## src/rtl/async_pkg.sv

```systemverilog
// Frame format shared by the start/stop serial link: receiver and transmitter
// both take their line levels, bit order and default bit period from here.
package async_pkg;

    typedef logic [2:0] state_t;

    localparam state_t IDLE      = 3'd0;
    localparam state_t START     = 3'd1;
    localparam state_t DATA      = 3'd2;
    localparam state_t PARITY    = 3'd3;
    localparam state_t STOP      = 3'd4;
    localparam state_t WAIT_IDLE = 3'd5;

    localparam logic IDLE_LEVEL  = 1'b1;
    localparam logic START_LEVEL = 1'b0;
    localparam logic STOP_LEVEL  = 1'b1;
    localparam bit   LSB_FIRST   = 1'b1;

    localparam int DEFAULT_CLKS_PER_BIT = 4;

endpackage

```

## src/rtl/async_rx_sync2.sv

```systemverilog
// Two-flop synchronizer for the asynchronous RX pin; resets to the idle
// (high) level so a reset never looks like a start bit.
module sync2 (
    input  logic clk,
    input  logic rst_n,
    input  logic d,
    output logic q
);

    logic meta;

    always_ff @(posedge clk or negedge rst_n) begin
        if (!rst_n) begin
            meta <= 1'b1;
            q    <= 1'b1;
        end else begin
            meta <= d;
            q    <= meta;
        end
    end

endmodule

```

## src/rtl/async_rx.sv

```systemverilog
// Start/stop serial receiver: oversamples RX, checks the start bit mid-period,
// shifts in the data bits, optional even parity and stop bit.
module async_rx
    import async_pkg::*;
#(
    parameter int DATA_W       = 8,
    parameter int CLKS_PER_BIT = DEFAULT_CLKS_PER_BIT,
    parameter int PARITY_EN    = 1
) (
    input  logic              CLK,
    input  logic              RSTn,
    input  logic              RX,
    output logic [DATA_W-1:0] Data,
    output logic              Valid,
    output logic              ParityErr,
    output logic              FrameErr,
    output logic              Busy,
    output state_t            state_dbg
);

    localparam int HALF  = CLKS_PER_BIT / 2;
    localparam int CNT_W = (CLKS_PER_BIT > 1) ? $clog2(CLKS_PER_BIT) : 1;
    localparam int IDX_W = (DATA_W > 1) ? $clog2(DATA_W) : 1;

    localparam logic [CNT_W-1:0] CNT_HALF = CNT_W'(HALF - 1);
    localparam logic [CNT_W-1:0] CNT_FULL = CNT_W'(CLKS_PER_BIT - 1);
    localparam logic [IDX_W-1:0] IDX_LAST = IDX_W'(DATA_W - 1);

    // Valid is a one-cycle strobe with no back-pressure: the consumer must
    // take Data and qualify it with ParityErr/FrameErr on the cycle Valid is high.

    logic              rx_s;
    state_t            state;
    logic [CNT_W-1:0]  cnt;
    logic [IDX_W-1:0]  idx;
    logic [IDX_W-1:0]  bit_pos;
    logic [DATA_W-1:0] shift;
    logic              perr;

    sync2 u_sync (
        .clk   (CLK),
        .rst_n (RSTn),
        .d     (RX),
        .q     (rx_s)
    );

    assign bit_pos   = LSB_FIRST ? idx : (IDX_LAST - idx);
    assign Busy      = (state != IDLE);
    assign state_dbg = state;

    always_ff @(posedge CLK or negedge RSTn) begin
        if (!RSTn) begin
            state     <= IDLE;
            cnt       <= '0;
            idx       <= '0;
            shift     <= '0;
            perr      <= 1'b0;
            Data      <= '0;
            Valid     <= 1'b0;
            ParityErr <= 1'b0;
            FrameErr  <= 1'b0;
        end else begin
            Valid <= 1'b0;
            case (state)
                IDLE: begin
                    if (rx_s == START_LEVEL) begin
                        cnt   <= CNT_HALF;
                        state <= START;
                    end
                end
                START: begin
                    if (cnt != '0) begin
                        cnt <= cnt - 1'b1;
                    end else if (rx_s == START_LEVEL) begin
                        cnt   <= CNT_FULL;
                        idx   <= '0;
                        perr  <= 1'b0;
                        state <= DATA;
                    end else begin
                        // Line went back high before mid-start: treat as noise.
                        state <= IDLE;
                    end
                end
                DATA: begin
                    if (cnt != '0) begin
                        cnt <= cnt - 1'b1;
                    end else begin
                        shift[bit_pos] <= rx_s;
                        cnt            <= CNT_FULL;
                        if (idx == IDX_LAST) begin
                            state <= (PARITY_EN != 0) ? PARITY : STOP;
                        end else begin
                            idx <= idx + 1'b1;
                        end
                    end
                end
                PARITY: begin
                    if (cnt != '0) begin
                        cnt <= cnt - 1'b1;
                    end else begin
                        perr  <= rx_s ^ (^shift);
                        cnt   <= CNT_FULL;
                        state <= STOP;
                    end
                end
                STOP: begin
                    if (cnt != '0) begin
                        cnt <= cnt - 1'b1;
                    end else begin
                        Data      <= shift;
                        Valid     <= 1'b1;
                        ParityErr <= (PARITY_EN != 0) ? perr : 1'b0;
                        FrameErr  <= (rx_s != STOP_LEVEL);
                        state     <= (rx_s == IDLE_LEVEL) ? IDLE : WAIT_IDLE;
                    end
                end
                WAIT_IDLE: begin
                    // A held-low line (break) must not be mistaken for a new start.
                    if (rx_s == IDLE_LEVEL) begin
                        state <= IDLE;
                    end
                end
                default: state <= IDLE;
            endcase
        end
    end

endmodule

```

## config.mk

```make
export PLATFORM = sky130hd
export DESIGN_NAME = async_rx
export DESIGN_NICKNAME = d
export VERILOG_FILES = /design/src/rtl/async_pkg.sv /design/src/rtl/async_rx_sync2.sv /design/src/rtl/async_rx.sv
export SDC_FILE = /design/constraint.sdc
export NUM_CORES = 1
export LEC_CHECK = 0
export CORE_AREA = 2 2 81 83
export CTS_CLUSTER_DIAMETER = 30
export CTS_CLUSTER_SIZE = 30
export DETAILED_ROUTE_END_ITERATION = 7
export DIE_AREA = 0 0 83 85
export REMOVE_ABC_BUFFERS = 1
export SYNTH_ARGS = -nofsm -noshare
export SYNTH_HDL_FRONTEND = slang
export SYNTH_SLANG_ARGS = --single-unit
```

## constraint.sdc

```tcl
create_clock -name CLK -period 2 [get_ports CLK]
set_input_delay 0.2 -clock CLK [delete_from_list [all_inputs] [get_ports CLK]]
set_output_delay 0.2 -clock CLK [all_outputs]
set_load 0.03 [all_outputs]
```

==> out/metrics.cfg <==
[sta]
finalSetupTns_ps = 0
final_hold_viol_count = 0
fin_crit_ps = 1900
setup_viol = 0
fin_crit_sh = 0.948
relSlewSlack = 0.739
tightest_slew_ps = 392
finalMaxSlewViolations = 0
timing.fmax_mhz = 527
rsz0062_at_grt = no
clock_skew_ps = 3.16

[clock_tree]
post_cts_buffers = 0
cts_tree = done
path_clk_slew_ps = 70
htreeDepth = 2
insertion_delay_ps = 280
cts_buffers = 5
root_buffer = clkbuf_8
clk_path_buf_depth = 2
cts_sinks = 30

[global_route]
grt_first_pass_wirelength_mm = 5.14
gr-usage-all-layers = 0.0908
antenna_found_initial = 0
grt_pass1_vias = 1052
gr-total-overflow = 0
grt_max_degree = 31

[synth]
yosys_warnings = 0
netlist_area_sq_um = 1510
ys_seq_area_frac = 0.499
synth-simple-area-share = 0.151
synthAdderAreaFrac = 0.0249
synth_xor_area_frac = 0.0464
synth.distinct_cells = 33
syn_avg_cell_area_sq_um = 10.7
synth_compound_area_frac = 0.105
netlist_instances = 141
synth_top_family_by_area = simple AND/OR/NAND/NOR gates
synth-seq-cells = 30
synth.area.mux_share = 0.132

[setup_path]
crit_path_cell_trace = buf_4, clkdlybuf4s50_1
cp.required_ps = 1800
arrival_ps = 1700
cp-start-kind = flop
timing_worst_setup_path_type = reg -> out
crit_slowest_cell = clkdlybuf4s50_1
crit_path_max_incr_delay_ps = 670
end_kind = primary output
r2r_slack_ps = 310
cp_max_fo = 11

[placed_design]
dp.cells = 238
routabilityCongestion = 0.722
placed_area_sq_um = 1820
hpwlAfterDp_mm = 2.11
portBuffers = 17

[run]
max_cap_viol_count = 0

[cells_and_area]
fin_area_sq_um = 1920
layout.cells.non_filler = 246
drive_above_1_share = 0.237
fill_cells = 621
areaGrowthSynthToFinish_pct = 26.8
layout_commonest_cell = dfrtp_1
nets = 174
layout_common_cells = dfrtp_1 (28), clkdlybuf4s50_1 (16), mux2_2 (15), nand2_1 (13), buf_4 (11)
diodes = 0

[floorplan]
start_util = 0.243
ios = 18
die_width_microns = 83
die_y_microns = 85
coreArea_sq_um = 6200
rows = 29
dieArea_sq_um = 7060

[drt]
routedWlPerCell_microns = 11.9
drtPass1Iterations = 4
via_per_inst = 4.39
antenna_left = 0
vias = 1080
drt_iter0_drc = 39
wirelength_mm = 2.92
drc_errors = 0

[status]
status = complete, no violations

[power_and_ir_drop]
cellPowerDensity_nw_per_um2 = 1250
p_leak_nw = 0.844
finalPower_mw = 2.39
ir_drop_mv = 0.379

[min_path]
hp-class = in -> async

-- Yosys cell counts --
library cell,n,share of area
mux2i_1,3,0.020
o31ai_1,5,0.025
buf_6,1,0.0075
a221oi_1,1,0.0058
dfstp_2,2,0.035
o21ai_0,9,0.030
inv_1,5,0.012
nand2b_4,1,0.0091
nor3_1,4,0.013
nor4b_1,1,0.0058
o32ai_1,1,0.0058
clkbuf_1,4,0.0099
nor3_2,2,0.013
and3_1,1,0.0041
nand2_1,13,0.032
nand3b_1,2,0.0099
mux2_2,15,0.11
nor2_1,9,0.022
nand4_1,2,0.0083
or3_1,1,0.0041
a211o_1,1,0.0058
o311ai_0,1,0.0058
nand3_1,5,0.017
dfrtp_1,28,0.46
clkinv_1,1,0.0025
a21boi_0,1,0.0050
a311oi_1,1,0.0058
a21oi_1,5,0.017
ha_1,3,0.025
or3_4,1,0.0075
xnor2_1,8,0.046
and2_1,1,0.0041
buf_2,3,0.0099
-- per-stage QoR --
stage                      util  hold slack, ps  setup slack, ps
after global placement    0.293             346              350
after CTS                 0.308             305             38.6
after floorplan               -           -95.6              197
after detailed placement  0.293             347              323
after global routing      0.309             321             37.2
final                     0.309             305              104
-- registers in the layout (all words and copies together), names as in the netlist --
register,count
u_sync.meta,1
ParityErr,1
bit_pos,3
FrameErr,1
shift,8
cnt,2
u_sync.q,1
perr,1
Data,8
state_dbg,3
Valid,1
-- area by class of cell --
type / count / area (sq um) / share of cell area
Clock inverter: 2 / 12.5 / 0.00653
Inverter: 6 / 22.5 / 0.0118
Sequential cell: 30 / 753 / 0.393
Multi-Input combinational cell: 97 / 693 / 0.362
Tap cell: 77 / 96.3 / 0.0503
Timing Repair Buffer: 28 / 255 / 0.133
Clock buffer: 6 / 82.6 / 0.0431
-- timing repair --
action	CTS	global route
hold buffers	0	0
endpoints found under the hold margin	0	0
resized for setup	0	1
endpoints found under the setup margin	0	1
-- path summary, 6_finish.rpt --
| check | cells after the start | from | end |
|---|---|---|---|
| worst max register to register | 6 | cnt[0]$_DFFE_PN0P_ | bit_pos[0]$_DFFE_PN0P_ |
| worst max-delay path | 2 | state_dbg[0]$_DFFE_PN0P_ | state_dbg[0] |
| worst min register to register | 0 | u_sync.meta$_DFF_PN1_ | u_sync.q$_DFF_PN1_ |
| min in group CLK | 1 | RX | u_sync.meta$_DFF_PN1_ |
| worst min-delay path | 2 | RSTn | Valid$_DFF_PN0_ |
| max in group asynchronous | 2 | RSTn | u_sync.meta$_DFF_PN1_ |
-- cells by family (layout without fill, tap and decap cells) --
kind of cell / after synthesis / count (layout)
buffers and inverters: 14 / 42
xor gates and xnor gates: 8 / 8
DFF: 30 / 30
adders and majority gates: 3 / 3
and+or+nand+nor: 43 / 43
muxes: 18 / 18
AOI/OAI and AO/OA: 25 / 25
-- layer usage --
layer / vias up / global-route usage / part of all wire
met1: 511 / 0.117 / 0.48
met3: 6 / 0.0272 / 0.037
li1: 548 / - / -
met2: 15 / 0.141 / 0.46
met4: 0 / 0.0402 / 0.018
met5: - / 0 / 0
-- worst max-delay path: cells and delay by family, from the launching register on --
kind	cells	cell delay [ps]
buf+inv	2	890
flops	1	520
-- where the power goes --
group	internal [mW]	switching [mW]	total (mW)
registers	0.721	0.135	0.856
logic	0.473	0.549	1.02
clock network	0.276	0.235	0.511
(Power assumes the default switching activity.)
